File: src/rtl/serial_alu_pkg.sv
// serial_alu_pkg: shared command codes, FSM state type, slice operation
// selects and the per-bit slice control word for the bit-serial ALU.
package serial_alu_pkg;

    // Command encodings presented on the command input
    localparam logic [2:0] CMD_ADD = 3'd0;
    localparam logic [2:0] CMD_SUB = 3'd1;
    localparam logic [2:0] CMD_XOR = 3'd2;
    localparam logic [2:0] CMD_SLT = 3'd3;
    localparam logic [2:0] CMD_AND = 3'd4;
    localparam logic [2:0] CMD_OR  = 3'd5;

    // Controller states
    typedef enum logic [1:0] {
        ST_IDLE = 2'd0,
        ST_RUN  = 2'd1,
        ST_DONE = 2'd2
    } state_t;

    // Slice output select
    localparam logic [2:0] OP_SUM  = 3'd0;
    localparam logic [2:0] OP_XOR  = 3'd1;
    localparam logic [2:0] OP_LESS = 3'd2;
    localparam logic [2:0] OP_AND  = 3'd3;
    localparam logic [2:0] OP_OR   = 3'd4;

    // Per-operation slice controls; cin0 is the carry into bit 0
    typedef struct packed {
        logic [2:0] op;
        logic       invert_a;
        logic       invert_b;
        logic       cin0;
    } slice_ctrl_t;

    // Map a command onto slice controls. SLT runs as a subtraction and is
    // resolved from the sign/overflow of A-B once the MSB has been processed.
    function automatic slice_ctrl_t decode_cmd(input logic [2:0] cmd);
        slice_ctrl_t ctrl;
        ctrl.op       = OP_SUM;
        ctrl.invert_a = 1'b0;
        ctrl.invert_b = 1'b0;
        ctrl.cin0     = 1'b0;
        case (cmd)
            CMD_ADD: begin
                ctrl.op = OP_SUM;
            end
            CMD_SUB, CMD_SLT: begin
                ctrl.op       = OP_SUM;
                ctrl.invert_b = 1'b1;
                ctrl.cin0     = 1'b1;
            end
            CMD_XOR: begin
                ctrl.op = OP_XOR;
            end
            CMD_AND: begin
                ctrl.op = OP_AND;
            end
            CMD_OR: begin
                ctrl.op = OP_OR;
            end
            default: begin
                ctrl.op = OP_SUM;
            end
        endcase
        return ctrl;
    endfunction

endpackage

File: src/rtl/serial_alu_slice.sv
// serial_alu_slice: purely combinational 1-bit ALU slice (operand invert
// muxes, full adder, bitwise logic and output select). No state here; the
// controller owns the carry flop and all shift registers.
module serial_alu_slice
    import serial_alu_pkg::*;
(
    input  logic       a_i,
    input  logic       b_i,
    input  logic       cin_i,
    input  logic       less_i,
    input  logic [2:0] op_i,
    input  logic       invert_a_i,
    input  logic       invert_b_i,
    output logic       res_o,
    output logic       cout_o
);

    logic a_s;
    logic b_s;
    logic sum_s;

    // Optional operand inversion followed by the full adder
    always_comb begin
        a_s    = invert_a_i ? ~a_i : a_i;
        b_s    = invert_b_i ? ~b_i : b_i;
        sum_s  = a_s ^ b_s ^ cin_i;
        cout_o = (a_s & b_s) | (a_s & cin_i) | (b_s & cin_i);
    end

    // Select the slice output bit for the requested operation
    always_comb begin
        res_o = 1'b0;
        case (op_i)
            OP_SUM:  res_o = sum_s;
            OP_XOR:  res_o = a_s ^ b_s;
            OP_LESS: res_o = less_i;
            OP_AND:  res_o = a_s & b_s;
            OP_OR:   res_o = a_s | b_s;
            default: res_o = 1'b0;
        endcase
    end

endmodule

File: src/rtl/serial_alu_ctrl.sv
// serial_alu_ctrl: bit-serial ALU controller. Accepts a command in IDLE,
// streams operands LSB-first through one serial_alu_slice over WIDTH cycles,
// then publishes result and flags with a one-cycle done pulse.
// Optional feature macro: SERIAL_ALU_ABORT_EN adds an abort input that
// cancels an operation in RUN without touching the published outputs.
module serial_alu_ctrl
    import serial_alu_pkg::*;
#(
    parameter int WIDTH = 32
) (
    input  logic             clk,
    input  logic             reset,
`ifdef SERIAL_ALU_ABORT_EN
    input  logic             abort,
`endif
    input  logic             start,
    input  logic [2:0]       command,
    input  logic [WIDTH-1:0] operandA,
    input  logic [WIDTH-1:0] operandB,
    output logic             ready,
    output logic             done,
    output logic [WIDTH-1:0] result,
    output logic             carryout,
    output logic             overflow,
    output logic             zero
);

    localparam int CNT_W = $clog2(WIDTH);
    localparam logic [CNT_W-1:0] LAST_BIT = CNT_W'(WIDTH - 1);

    state_t           state_q, state_d;
    logic [WIDTH-1:0] a_q, a_d;
    logic [WIDTH-1:0] b_q, b_d;
    logic [WIDTH-1:0] sr_q, sr_d;
    logic [2:0]       cmd_q, cmd_d;
    logic             carry_q, carry_d;
    logic [CNT_W-1:0] cnt_q, cnt_d;
    logic [WIDTH-1:0] result_q, result_d;
    logic             carryout_q, carryout_d;
    logic             overflow_q, overflow_d;
    logic             zero_q, zero_d;
    logic             done_q, done_d;
    logic             ready_q, ready_d;

    slice_ctrl_t      ctrl_s;
    logic             slice_res_s;
    logic             slice_cout_s;
    logic [WIDTH-1:0] word_s;
    logic             ovf_s;
    logic [WIDTH-1:0] fin_res_s;
    logic             fin_co_s;
    logic             fin_ov_s;

    // In IDLE decode the incoming command (carry preload); otherwise the latched one
    always_comb begin
        if (state_q == ST_IDLE) begin
            ctrl_s = decode_cmd(command);
        end else begin
            ctrl_s = decode_cmd(cmd_q);
        end
    end

    serial_alu_slice u_slice (
        .a_i        (a_q[0]),
        .b_i        (b_q[0]),
        .cin_i      (carry_q),
        .less_i     (1'b0),
        .op_i       (ctrl_s.op),
        .invert_a_i (ctrl_s.invert_a),
        .invert_b_i (ctrl_s.invert_b),
        .res_o      (slice_res_s),
        .cout_o     (slice_cout_s)
    );

    // Full result word including the bit produced this cycle; on the MSB
    // cycle carry_q is the carry into the MSB, so this xor is signed overflow.
    assign word_s = {slice_res_s, sr_q[WIDTH-1:1]};
    assign ovf_s  = carry_q ^ slice_cout_s;

    // Final result/flags as seen on the MSB cycle, per command
    always_comb begin
        fin_res_s = word_s;
        fin_co_s  = 1'b0;
        fin_ov_s  = 1'b0;
        case (cmd_q)
            CMD_ADD, CMD_SUB: begin
                fin_res_s = word_s;
                fin_co_s  = slice_cout_s;
                fin_ov_s  = ovf_s;
            end
            CMD_SLT: begin
                fin_res_s = {{(WIDTH-1){1'b0}}, slice_res_s ^ ovf_s};
            end
            CMD_XOR, CMD_AND, CMD_OR: begin
                fin_res_s = word_s;
            end
            default: begin
                fin_res_s = {WIDTH{1'b0}};
            end
        endcase
    end

    // Next-state and next-output logic for the IDLE/RUN/DONE sequencer
    always_comb begin
        state_d    = state_q;
        a_d        = a_q;
        b_d        = b_q;
        sr_d       = sr_q;
        cmd_d      = cmd_q;
        carry_d    = carry_q;
        cnt_d      = cnt_q;
        result_d   = result_q;
        carryout_d = carryout_q;
        overflow_d = overflow_q;
        zero_d     = zero_q;
        done_d     = 1'b0;
        case (state_q)
            ST_IDLE: begin
                if (start) begin
                    a_d     = operandA;
                    b_d     = operandB;
                    cmd_d   = command;
                    sr_d    = {WIDTH{1'b0}};
                    carry_d = ctrl_s.cin0;
                    cnt_d   = {CNT_W{1'b0}};
                    state_d = ST_RUN;
                end else begin
                    state_d = ST_IDLE;
                end
            end
            ST_RUN: begin
`ifdef SERIAL_ALU_ABORT_EN
                if (abort) begin
                    state_d = ST_IDLE;
                end else
`endif
                begin
                    a_d     = {1'b0, a_q[WIDTH-1:1]};
                    b_d     = {1'b0, b_q[WIDTH-1:1]};
                    sr_d    = word_s;
                    carry_d = slice_cout_s;
                    cnt_d   = cnt_q + CNT_W'(1);
                    if (cnt_q == LAST_BIT) begin
                        result_d   = fin_res_s;
                        carryout_d = fin_co_s;
                        overflow_d = fin_ov_s;
                        zero_d     = (fin_res_s == {WIDTH{1'b0}});
                        done_d     = 1'b1;
                        state_d    = ST_DONE;
                    end else begin
                        state_d = ST_RUN;
                    end
                end
            end
            ST_DONE: begin
                state_d = ST_IDLE;
            end
            default: begin
                state_d = ST_IDLE;
            end
        endcase
        ready_d = (state_d == ST_IDLE);
    end

    // State, datapath and output registers with asynchronous reset
    always_ff @(posedge clk or posedge reset) begin
        if (reset) begin
            state_q    <= ST_IDLE;
            a_q        <= {WIDTH{1'b0}};
            b_q        <= {WIDTH{1'b0}};
            sr_q       <= {WIDTH{1'b0}};
            cmd_q      <= 3'd0;
            carry_q    <= 1'b0;
            cnt_q      <= {CNT_W{1'b0}};
            result_q   <= {WIDTH{1'b0}};
            carryout_q <= 1'b0;
            overflow_q <= 1'b0;
            zero_q     <= 1'b1;
            done_q     <= 1'b0;
            ready_q    <= 1'b1;
        end else begin
            state_q    <= state_d;
            a_q        <= a_d;
            b_q        <= b_d;
            sr_q       <= sr_d;
            cmd_q      <= cmd_d;
            carry_q    <= carry_d;
            cnt_q      <= cnt_d;
            result_q   <= result_d;
            carryout_q <= carryout_d;
            overflow_q <= overflow_d;
            zero_q     <= zero_d;
            done_q     <= done_d;
            ready_q    <= ready_d;
        end
    end

    assign ready    = ready_q;
    assign done     = done_q;
    assign result   = result_q;
    assign carryout = carryout_q;
    assign overflow = overflow_q;
    assign zero     = zero_q;

endmodule
File: config.mk
export PLATFORM = sky130hd
export DESIGN_NAME = serial_alu_ctrl
export DESIGN_NICKNAME = d
export VERILOG_FILES = /design/src/rtl/serial_alu_pkg.sv /design/src/rtl/serial_alu_slice.sv /design/src/rtl/serial_alu_ctrl.sv
export SDC_FILE = /design/constraint.sdc
export NUM_CORES = 1
export LEC_CHECK = 0
export CAP_MARGIN = 20
export CORE_MARGIN = 10
export CORE_UTILIZATION = 53
export CTS_CLUSTER_SIZE = 20
export DETAILED_ROUTE_END_ITERATION = 10
export PLACE_DENSITY_LB_ADDON = 0.08
export SLEW_MARGIN = 20
export SYNTH_ARGS = -nofsm -noshare
export SYNTH_HDL_FRONTEND = slang
export SYNTH_SLANG_ARGS = --single-unit
File: constraint.sdc
create_clock -name clk -period 6 [get_ports clk]
set_input_delay 1.8 -clock clk [delete_from_list [all_inputs] [get_ports clk]]
set_output_delay 1.8 -clock clk [all_outputs]
set_load 0.005 [all_outputs]
* Yosys cells after proc, flatten, opt, wreduce, memory -nomap -nowiden
Index checks and enable logic that the tools add are counted.
** Word-level totals
- Register bits after elaboration :: 144
- Logic and storage cells :: 81
** Cells by class
- Add/subtract/negate cells :: 1
- Equality and inequality tests :: 16
- Mux-type cells :: 26
- Bitwise operators :: 12
- Reduce and logical (&&, ||, !) cells :: 13
** Operators by type and width (count)
- 32-bit one-hot mux with 2 select lines :: 4
- 32-bit two-way mux :: 3
- 32-bit logical NOT :: 1
- 3-bit one-hot mux with 3 select lines :: 2
- 3-bit by 2-bit == test with 1-bit output (second input constant) :: 5
- 3-bit == test (second input constant) :: 5
- 5-bit one-hot mux with 2 select lines :: 1
- 3-bit by 1-bit == test with 1-bit output (second input constant) :: 3
- 1-bit two-way mux :: 8
- 3-bit logical NOT :: 2
- 2-bit two-way mux :: 3
- 6-bit two-way mux :: 1
- 2-bit AND reduction :: 3
- 2-bit OR reduction :: 3
- 5-bit by 1-bit adder with 5-bit output (second input constant) :: 1
- 5-bit == test (second input constant) :: 1
- 5-bit two-way mux :: 1
- 5-bit OR reduction :: 1
- 2-bit logical NOT :: 2
- 1-bit one-hot mux with 4 select lines :: 1
- 2-bit one-hot mux with 2 select lines :: 1
- 1-bit XOR :: 4
- 1-bit bitwise AND :: 3
- 1-bit bitwise OR :: 3
- other kinds (5) :: 6

* Depth between registers and ports, before layout
Gate-level depths: netlist (run 1).
- Depth after elaboration :: 12
- Mapped depth :: 13

* Hierarchy
Synthesis (run 1) repeated with hierarchy kept, for this count alone.
** Second synthesis, totals
- Cell total of the unflattened synthesis :: 595
- Area total of the unflattened synthesis :: 5863.1 um2
** Modules (own cells, without submodules)
- serial_alu_ctrl :: instances 1, cells an instance 582, area each 5771.8 um2, seq. area each 3580.9 um2
- serial_alu_slice :: instances 1, cells an instance 13, area each 91.3 um2, seq. area each 0.0 um2

* Worst setup path before layout (run 1)
OpenSTA, ideal clock, no wires.
- Path type :: input to register
- Start :: in command[2]
- End :: reg zero_q (netlist: zero)
- Setup time :: 0.078 ns
- Arrival :: 3.913 ns
- Required time :: 5.922 ns
- Slack :: 2.009 ns
- Cell stages on the path :: 10
- Path buffers :: 0
- Cells stage by stage :: nand3b_1 o21ai_0 xor2_1 fa_1 o21ai_0 mux2_2 and4_1 or3_1 a211o_1 a31o_1
** On the way
- Cells in the longest elaborated chain, start to end :: 12
- Elaborated cells between the ends (all ways) :: 26
** Ends and longest elaborated chain
- start: declaration :: line serial_alu_ctrl.sv:17 : input logic [2:0] command,
- 3-bit by 1-bit == test with 1-bit output / 3-bit by 2-bit == test with 1-bit output (equally long branches) :: line serial_alu_pkg.sv:43 : case (cmd)
- 2-bit OR reduction :: line serial_alu_pkg.sv:43
- 2-bit two-way mux :: line serial_alu_pkg.sv:43
- 6-bit two-way mux (*) :: line serial_alu_ctrl.sv:56 : if (state_q == ST_IDLE) begin
- 1-bit two-way mux :: line serial_alu_slice.sv:25 : b_s = invert_b_i ? ~b_i : b_i;
- 1-bit bitwise AND :: line serial_alu_slice.sv:27, serial_alu_slice.sv:37
- 1-bit bitwise OR (2 in a row) :: line serial_alu_slice.sv:27 : cout_o = (a_s & b_s) | (a_s & cin_i) | (b_s & cin_i);
- 1-bit XOR :: line serial_alu_ctrl.sv:78 : assign ovf_s = carry_q ^ slice_cout_s;
- 1-bit XOR :: line serial_alu_ctrl.sv:92 : fin_res_s = {{(WIDTH-1){1'b0}}, slice_res_s ^ ovf_s};
- 32-bit one-hot mux with 2 select lines (*) :: line serial_alu_ctrl.sv:85 : case (cmd_q)
- 32-bit logical NOT (*) :: line serial_alu_ctrl.sv:147 : zero_d = (fin_res_s == {WIDTH{1'b0}});
- end signal: assignment :: line serial_alu_ctrl.sv:192 : zero_q <= zero_d;
- end: declaration :: line serial_alu_ctrl.sv:41 : logic zero_q, zero_d;
Mark *: on every way between the ends. The rest lies on a longest branch, timed or not.
A chain may end at the register's enable or synchronous reset.

* Worst setup path in the final report (run 1)
Ends and elaborated chain as after synthesis.

==> key figures, run 1 <==
Die
  • Die Ht: 127.8 um
  • # IOs: 107
  • Core area: about 0.011 mm^2
  • Chip width: around 130 um
  • Initial Util: 0.5394
  • Cell row count: 39
  • Die ar.: about 0.016 mm^2

Yosys
  • Top cells by area, synth: dfrtp_1, nand2_1, a31oi_1
  • Synth area leader: dfrtp_1
  • Syn nets: about 740
  • Cell variety after synth: between 40 and 50
  • Sequential fraction of the synthesis area: 0.5814
  • EDFF count, synth: 0
  • Syn Std Cell Area: just over 0.006 mm^2
  • Asr flop ratio synth: 1.000
  • Gate Count Post-Synth: 669
  • Avg Inst Size Synth: 9.207 um^2
  • Warnings, synthesis: 0
  • Most used DFF post-synth: dfrtp_1
  • Synth Register Bits: 143
  • Synth top area share: 0.5728

Setup path
  • Critical path required time: about 6300 ps
  • Worst Path Arrival: 4660 ps
  • Crit-path leading delay family: compound AO/OA/AOI/OAI gates
  • Crit-path max cell delay: 560 ps
  • Worst Setup Path Type: primary input to flip-flop
  • Crit-path max FO: 6
  • CP cell instances: clkdlybuf4s50_1, nand3b_1, o21ai_0, xor2_1, fa_1, o21ai_0, mux2_2, and4_1, or3_1, a211o_1, a31o_1
  • WP buf/inv: 1
  • Worst reg2reg setup slack: between 2000 and 3000 ps
  • Crit path top cell by count: o21ai_0
  • Crit. End Element: flip-flop
  • CP Launch Type: primary input
  • CP max-delay cell: clkdlybuf4s50_1

Pwr
  • Sw Pwr: approximately 1.5 mW
  • Seq pwr share: 0.403
  • Peak VDD IR: 0.3308 mV
  • Pwr dens: ~530 mW/mm^2
  • Combinational Power Share: 0.349
  • Net switching fraction of the power: 0.3471
  • Clk pwr share: 0.248
  • Internal: ~2.7 mW
  • Leakage: approximately 3.4 nW

Timing
  • Final Worst Setup Slack: between 1500 and 2000 ps
  • Unrepaired setup endpoints after global routing: no
  • Relative slew margins: 0.3688
  • Final setup viols: 0
  • Minimum clock period: roughly 4300 ps
  • Final hold violation count: 0
  • Slew Viols, Final: 0
  • Final period utilization: 0.7190
  • Setup TNS: 0 ps
  • Skew final: ~6.6 ps
  • Measured slew at the worst slew-check pin: between 900 and 1000 ps
  • Max Clk Rate: roughly 230 MHz

Cells and area
  • Most frequent cells in the layout: nand2_1, dfrtp_1, clkdlybuf4s50_1
  • Commonest non-fill, non-tap cell in the layout: nand2_1
  • Fin cells: slightly above 900
  • Layout cells sized above 1: 0.05636
  • Antenna Diode Count: 0
  • Finished Cell Area: 0.007866 mm^2
  • Fill count: roughly 900
  • Final #Nets: approximately 830
  • Area growth, synth to finish: 27.71%

Global route
  • Vias in the first global route: between 5000 and 6000
  • Antenna violations before repair: 0
  • Tot GR Track Use: 0.1768
  • Total gr overflow: 0
  • Largest net degree at the start of global routing: 111
  • First-pass GRT wire length: ~24000 um

Drt
  • Via count: approximately 5000
  • Number of vias per cell: about 5.6
  • Final wirelength: about 14000 um
  • DR WL/cell: 15.70 um
  • Remaining DRCs: 0
  • Pre-antenna DRT Iters: 5
  • Iter 0 DRT Violations: between 300 and 400
  • Detail Route Antenna Nets: 0

CTS
  • CTS max path bufs: 2
  • CTS Sinks: about 140
  • CTS H-Tree Depth: 4
  • CTS buffer count: 17
  • Count of hold-fix buffers inserted at cts: 0
  • CTS resizes: 0
  • Latest clock arrival within the worst-skew pair: ~420 ps
  • Post-CTS Setup Repair Bufs: 0
  • Clock-pin slew on the worst setup and hold paths: approximately 50 ps
  • CTS root buffer: clkbuf_16
  • CTS tree: done

Status
  • Run status: complete, no violations

Place
  • Port buffer count: approximately 110
  • Routability congestion estimate: roughly 0.87
  • Placed cells: 875
  • Placement Setup Slack: ~1300 ps
  • Dpl cell area: around 0.0073 mm^2
  • DP HPWL: about 9500 um

Hold path
  • Min-Delay Path Class: flip-flop to flip-flop

Job
  • Max-cap violations: 0
## final timing paths
| path | start | to | cells after the start |
|---|---|---|---|
| hold / removal | carryout$_DFFE_PP0P_ | carryout$_DFFE_PP0P_ | 2 |
| setup / recovery | command[2] | zero$_DFFE_PP1P_ | 11 |
| hold reg to reg | carryout$_DFFE_PP0P_ | carryout$_DFFE_PP0P_ | 2 |
| setup reg to reg | state_q[0]$_DFF_PP0_ | zero$_DFFE_PP1P_ | 10 |
| max in group asynchronous | reset | b_q[30]$_DFFE_PP0P_ | 3 |
| min in group asynchronous | reset | a_q[11]$_DFFE_PP0P_ | 2 |
## worst register-to-register path, stage by stage, from the launching register on
cell,delay [ps]
dfrtp_1,490
nor2_2,360
o21ai_0,180
xor2_1,210
fa_1,530
o21ai_0,90
mux2_2,270
and4_1,190
or3_1,300
a211o_1,280
a31o_1,210
## metal layers
metal / wire length [um] / part of all wire / vias to the layer above / track usage
met5: 0 / 0 / - / 0
met4: 178 / 0.013 / 0 / 0.06623
met3: 935 / 0.066 / 17 / 0.05914
met2: 7209 / 0.51 / 141 / 0.2892
met1: 5902 / 0.41 / 2444 / 0.2122
li1: - / - / 2444 / -
## Yosys cell counts (3+ instances only)
library cell,n
nand2_1,208
and3_1,3
a21oi_1,3
xor2_1,3
o21ai_0,47
a22o_1,32
inv_1,6
ha_1,4
nand3b_1,4
clkbuf_1,46
nand3_1,3
a31oi_1,61
dfrtp_1,141
nor4_1,7
nor2_1,66
## cell type report
type,instances,area [um^2],area share
sequential,143,3581,0.4552
multi-input combinational,471,2391,0.3040
clock buffer,24,471.7,0.05996
tap,143,178.9,0.02275
clock inverter,7,110.1,0.01400
timing repair buffer,112,1106,0.1406
inverter,6,27.53,0.003499
## kinds of logic (layout without fill, tap and decap cells)
| kind of cell | count (synthesis) | in the layout | synth area share |
|---|---|---|---|
| adders and majority gates | 5 | 5 | 0.01138 |
| DFF | 143 | 143 | 0.5814 |
| xor gates and xnor gates | 5 | 5 | 0.007111 |
| AOI/OAI and AO/OA | 150 | 150 | 0.1572 |
| and+or+nand+nor | 309 | 309 | 0.2058 |
| muxes | 2 | 2 | 0.003453 |
| buffers and inverters | 55 | 149 | 0.03372 |
## flip-flops by register name, summed over array words and instances (netlist names)
signal,cells
a_q,32
b_q,32
carry_q,1
carryout,1
cmd_q,3
cnt_q,5
done,1
overflow,1
ready,1
result,32
sr_q,31
state_q,2
zero,1
## power by group through the flow
stage	Sequential [mW]	Combinational, mW	Clock (mW)
CTS	1.69	1.49	1.05
global placement	1.68	1.41	0
global route	1.75	1.68	1.09
detailed placement	1.70	1.48	0
floorplan	1.62	1.04	0
finish	1.69	1.46	1.04
## stage by stage
step,utilization,total power [mW],hold WS [ps]
detailed placement,0.6378,3.181,478.1
finish,0.6889,4.197,490.6
floorplan,-,2.659,449.7
global placement,0.6374,3.084,467.1
global route,0.6889,4.520,513.6
CTS,0.6888,4.232,490.1
No activity file was read; power rests on OpenSTA's default activity.
==> run 2: changes to the inputs <==
==> constraint.sdc (replaced) <==
create_clock -name clk -period 3.97 [get_ports clk]
set_input_delay 1.191 -clock clk [delete_from_list [all_inputs] [get_ports clk]]
set_output_delay 1.191 -clock clk [all_outputs]
set_load 0.005 [all_outputs]
==> run 2 against run 1 <==
Net effect: global-route usage rose by 0.49 points; utilization rose by 0.57 points; first-iteration DRC count fell by 2.1%; largest power group unchanged; sequential share of layout area fell by 0.37 points; critical path type unchanged.
==> key figures, run 2 (same netlist as run 1, synthesis figures left out) <==
Place
  • Routability congestion estimate: between 0.9 and 1
  • DP HPWL: between 9000 and 10000 um
  • Port buffer count: approximately 110

Global route
  • First-pass GRT wire length: 24500 um
  • Total gr overflow: 0
  • Antenna violations before repair: 0
  • Vias in the first global route: ~5100
  • Tot GR Track Use: 0.1817
  • Largest net degree at the start of global routing: between 80 and 90

Cells and area
  • Fill count: between 800 and 900
  • FF+latch area: around 0.0036 mm^2
  • Layout cells sized above 1: 0.07022
  • Final core area utilization: 0.6946
  • Area growth, synth to finish: 28.76%
  • Commonest non-fill, non-tap cell in the layout: nand2_1
  • Antenna Diode Count: 0
  • Area used by multi-input combinational logic: about 0.0024 mm^2
  • Most frequent cells in the layout: nand2_1, dfrtp_1, clkdlybuf4s50_1
  • Final #Nets: around 830

Drt
  • Number of vias per cell: 5.504
  • DR WL/cell: approximately 16 um
  • Detail Route Antenna Nets: 0
  • Pre-antenna DRT Iters: 4
  • Routed met2 length: 7061 um
  • Remaining DRCs: 0
  • Met1 WL: roughly 6100 um
  • Via count: between 5000 and 6000
  • Uppermost layer routed: met4
  • Iter 0 DRT Violations: about 370
  • Met3 WL: just under 900 um
  • Final wirelength: roughly 14000 um

Timing
  • Final setup viols: 0
  • Hold WS: approximately 480 ps
  • Minimum clock period: roughly 3600 ps
  • Final hold violation count: 0
  • Skew final: a little over 5 ps
  • Unrepaired setup endpoints after global routing: no
  • Final period utilization: 0.9095
  • Measured slew at the worst slew-check pin: a little under 900 ps
  • Slew Viols, Final: 0
  • Relative slew margins: 0.4132
  • Max Clk Rate: ~280 MHz

Status
  • Run status: complete, no violations

Die
  • Die ar.: approximately 0.016 mm^2
  • Chip width: 127.8 um
  • Core area: roughly 0.011 mm^2
  • Initial Util: 0.5394
  • Cell row count: 39
  • Die Ht: between 100 and 150 um
  • # IOs: ~110

CTS
  • Clock-pin slew on the worst setup and hold paths: around 60 ps
  • CTS tree: done
  • CTS buffer count: 17
  • Latest clock arrival within the worst-skew pair: 410 ps
  • Count of hold-fix buffers inserted at cts: 0
  • CTS resizes: 0
  • Post-CTS Setup Repair Bufs: 0
  • CTS H-Tree Depth: 4
  • CTS root buffer: clkbuf_16
  • CTS max path bufs: 2
  • CTS Sinks: approximately 140

Setup path
  • Critical path required time: approximately 4300 ps
  • Worst Setup Path Type: primary input to flip-flop
  • CP Launch Type: primary input
  • Crit-path max FO: 3
  • Worst Path Arrival: just under 4000 ps
  • Crit. End Element: flip-flop

Hold path
  • Min-Delay Path Class: flip-flop to flip-flop

Pwr
  • Peak VDD IR: around 0.57 mV
  • Leakage: ~3.4 nW
  • Pwr dens: about 800 mW/mm^2

Job
  • Max-cap violations: 0
==> run 2: critical path: stages <==
cell and delay, ps:
clkdlybuf4s50_1 470, nand3b_1 100, o21ai_0 110, xor2_1 210, fa_1 530, o21ai_0 90
mux2_2 270, and4_1 180, or3_1 300, a211o_1 290, a31o_1 210
==> run 2: area by class of cell <==
type	count	share of cell area
flip-flops and latches	143	0.4515
multi-input cells	471	0.3008
repair buffers	118	0.1514
clock buffers	20	0.05884
well taps	143	0.02256
clock inverters	11	0.01152
inverters	6	0.003313
==> run 2: per-layer routing <==
metal | global-route usage | vias up
met5 | 0 | -
met2 | 0.2952 | 122
li1 | - | 2457
met3 | 0.06700 | 21
met1 | 0.2197 | 2420
met4 | 0.05828 | 0
==> run 2: worst paths after layout <==
kind	slack (ps)	startpoint	depth (start not counted)	end
setup / recovery	360	command[2]	11	zero$_DFFE_PP1P_
hold / removal	480	overflow$_DFFE_PP0P_	2	overflow$_DFFE_PP0P_
setup reg to reg	780	state_q[0]$_DFF_PP0_	11	zero$_DFFE_PP1P_
hold reg to reg	480	overflow$_DFFE_PP0P_	2	overflow$_DFFE_PP0P_
max in group asynchronous	1890	reset	3	b_q[0]$_DFFE_PP0P_
min in group asynchronous	1300	reset	2	result[25]$_DFFE_PP0P_
==> run 2: power by group <==
part	switching, mW	total [mW]	internal [mW]
Clock	0.580	1.48	0.900
Sequential	0.455	2.55	2.10
Combinational	1.20	2.28	1.08
Total	2.24	6.31	4.07
==> run 2: per-stage QoR <==
stage	total power, mW	setup TNS (ps)	cell area (um^2)	worst slack [ps]	instances
floorplan	4.020	0	6163	588.3	669
global placement	4.719	0	7372	47.09	881
detailed placement	4.867	-64.62	7372	-59.44	881
CTS	6.376	0	7930	384.9	912
global route	6.825	0	7931	270.8	912
finish	6.310	0	7931	359.1	912
==> run 3: changes to the inputs <==
--- a/config.mk
+++ b/config.mk
@@ -5,11 +5,12 @@
 export SDC_FILE = /design/constraint.sdc
 export NUM_CORES = 1
 export LEC_CHECK = 0
-export CAP_MARGIN = 20
+export CAP_MARGIN = 30
 export CORE_MARGIN = 10
 export CORE_UTILIZATION = 53
 export CTS_CLUSTER_SIZE = 20
 export DETAILED_ROUTE_END_ITERATION = 10
+export GPL_ROUTABILITY_DRIVEN = 0
 export PLACE_DENSITY_LB_ADDON = 0.08
 export SLEW_MARGIN = 20
 export SYNTH_ARGS = -nofsm -noshare
==> run 3 against run 2 <==
Net effect: flip-flop and latch count is the same; register-to-register slack is essentially flat; sequential power is essentially flat; fmax shrank 0.11%; total power grew 3.3%; critical path depth is the same; design area grew 1.4%; first-iteration DRC count grew 18%; final cell count grew 0.33%; via count grew 0.22%; clock-buffer cell count grew 4; worst setup slack lost 3.9 ps.
==> key figures, run 3 (same netlist as run 1, synthesis figures left out) <==
Die
  • Core area: ~0.011 mm^2
  • Chip width: 127.8 um
  • Die Ht: approximately 130 um
  • Die ar.: roughly 0.016 mm^2
  • Cell row count: 39
  • Initial Util: 0.5394
  • # IOs: between 100 and 150

Global route
  • Largest net degree at the start of global routing: 87
  • Total gr overflow: 0
  • Vias in the first global route: approximately 5200
  • Tot GR Track Use: 0.1820
  • Antenna violations before repair: 0
  • First-pass GRT wire length: ~25000 um

Hold path
  • Hold Startpoint: overflow$_DFFE_PP0P_
  • WHS Endpoint: overflow$_DFFE_PP0P_
  • Hold path depth: 2
  • Min-Delay Path Class: flip-flop to flip-flop

Timing
  • Relative slew margins: 0.4971
  • Unrepaired setup endpoints after global routing: no
  • Skew final: just over 10 ps
  • Final hold violation count: 0
  • Minimum clock period: between 3000 and 4000 ps
  • Final period utilization: 0.9105
  • Slew Viols, Final: 0
  • Measured slew at the worst slew-check pin: about 750 ps
  • Setup TNS: 0 ps
  • Final Worst Setup Slack: 355.2 ps
  • Max Clk Rate: roughly 280 MHz
  • Final setup viols: 0

CTS
  • Clock-pin slew on the worst setup and hold paths: roughly 60 ps
  • Post-CTS Setup Repair Bufs: 0
  • CTS tree: done
  • CTS Sinks: around 140
  • Count of hold-fix buffers inserted at cts: 0
  • Latest clock arrival within the worst-skew pair: 420 ps
  • CTS buffer count: 17
  • CTS resizes: 0
  • CTS H-Tree Depth: 4
  • CTS max path bufs: 2
  • CTS root buffer: clkbuf_16

Pwr
  • Total power: 6.516 mW
  • Leakage: ~3.5 nW
  • Pwr dens: 810.0 mW/mm^2
  • Peak VDD IR: about 0.48 mV

Drt
  • Pre-antenna DRT Iters: 4
  • DR WL/cell: 15.60 um
  • Number of vias per cell: around 5.5
  • Detail Route Antenna Nets: 0
  • Final wirelength: 14270 um
  • Via count: around 5000
  • Iter 0 DRT Violations: between 400 and 500
  • Remaining DRCs: 0

Place
  • Placement Setup Slack: -54.79 ps
  • DP HPWL: between 9000 and 10000 um
  • Placed cells: between 800 and 900
  • Port buffer count: about 110

Setup path
  • Worst Path Arrival: 3940 ps
  • Crit-path max FO: 3
  • Reg2Reg Launch Point: state_q[0]$_DFF_PP0_
  • Crit. End Element: flip-flop
  • Worst Setup Path Type: primary input to flip-flop
  • R2R depth: 11
  • Reg2reg end: result[0]$_DFFE_PP0P_
  • Worst reg2reg setup slack: slightly below 800 ps
  • Critical path required time: roughly 4300 ps
  • CP Launch Type: primary input

Cells and area
  • Final #Nets: ~830
  • Final core area utilization: 0.7045
  • Most frequent cells in the layout: nand2_1, dfrtp_1, clkdlybuf4s50_1
  • Commonest non-fill, non-tap cell in the layout: nand2_1
  • Layout cells sized above 1: 0.07124
  • Area growth, synth to finish: 30.59%
  • Antenna Diode Count: 0
  • Fin cells: 915

Job
  • Max-cap violations: 0

Status
  • Run status: complete, no violations
## run 3: changes by cell type in the layout (fill, tap and decap cells not counted), sizes merged
cell | before | now
buf | 12 | 14
clkinvlp | 4 | 2
clkinv | 7 | 3
clkbuf | 20 | 24
bufinv | 1 | 3
inv | 5 | 6
## run 3: layout make-up
type / instances / area (um^2)
Clock buffer: 24 / 511.7
Timing Repair Buffer: 120 / 1236
Multi-Input combinational cell: 471 / 2385
Sequential cell: 143 / 3581
Fill cell: 877 / 3374
Inverter: 6 / 26.28
Tap cell: 143 / 178.9
Clock inverter: 8 / 125.1
## run 3: worst max path at each step
stage,start,to,slack [ps],cells past startpoint
after floorplan,command[2],zero$_DFFE_PP1P_,590,10
after global placement,command[2],zero$_DFFE_PP1P_,50,11
after detailed placement,command[2],zero$_DFFE_PP1P_,-50,11
after CTS,command[2],result[0]$_DFFE_PP0P_,370,11
after global routing,command[2],result[0]$_DFFE_PP0P_,250,12
final,command[2],result[0]$_DFFE_PP0P_,360,11
## run 3: through the flow
step,instance area (um^2),hold WS [ps]
after CTS,8024,486.8
after floorplan,6163,449.7
after detailed placement,7387,474.6
final,8044,478.8
after global placement,7372,465.8
after global routing,8044,518.2
## run 3: critical path: stages
cell and delay (ps):
clkdlybuf4s50_1 470, nand3b_1 100, o21ai_0 110, xor2_1 210
fa_1 530, o21ai_0 100, mux2_2 270, and4_1 170
or3_1 300, a211o_1 280, a2bb2oi_1 190
## run 3: per-layer routing
layer,vias up,track usage,share of wire
met4,0,0.05430,0.0097
met3,12,0.07237,0.060
li1,2463,-,-
met1,2451,0.2124,0.42
met2,105,0.3025,0.51
met5,-,0,0
## run 3: power by group
part	switching [mW]	total, mW	internal, mW	leakage [nW]
logic	1.20	2.28	1.08	1.53
registers	0.456	2.56	2.10	1.62
clock network	0.588	1.68	1.09	0.313
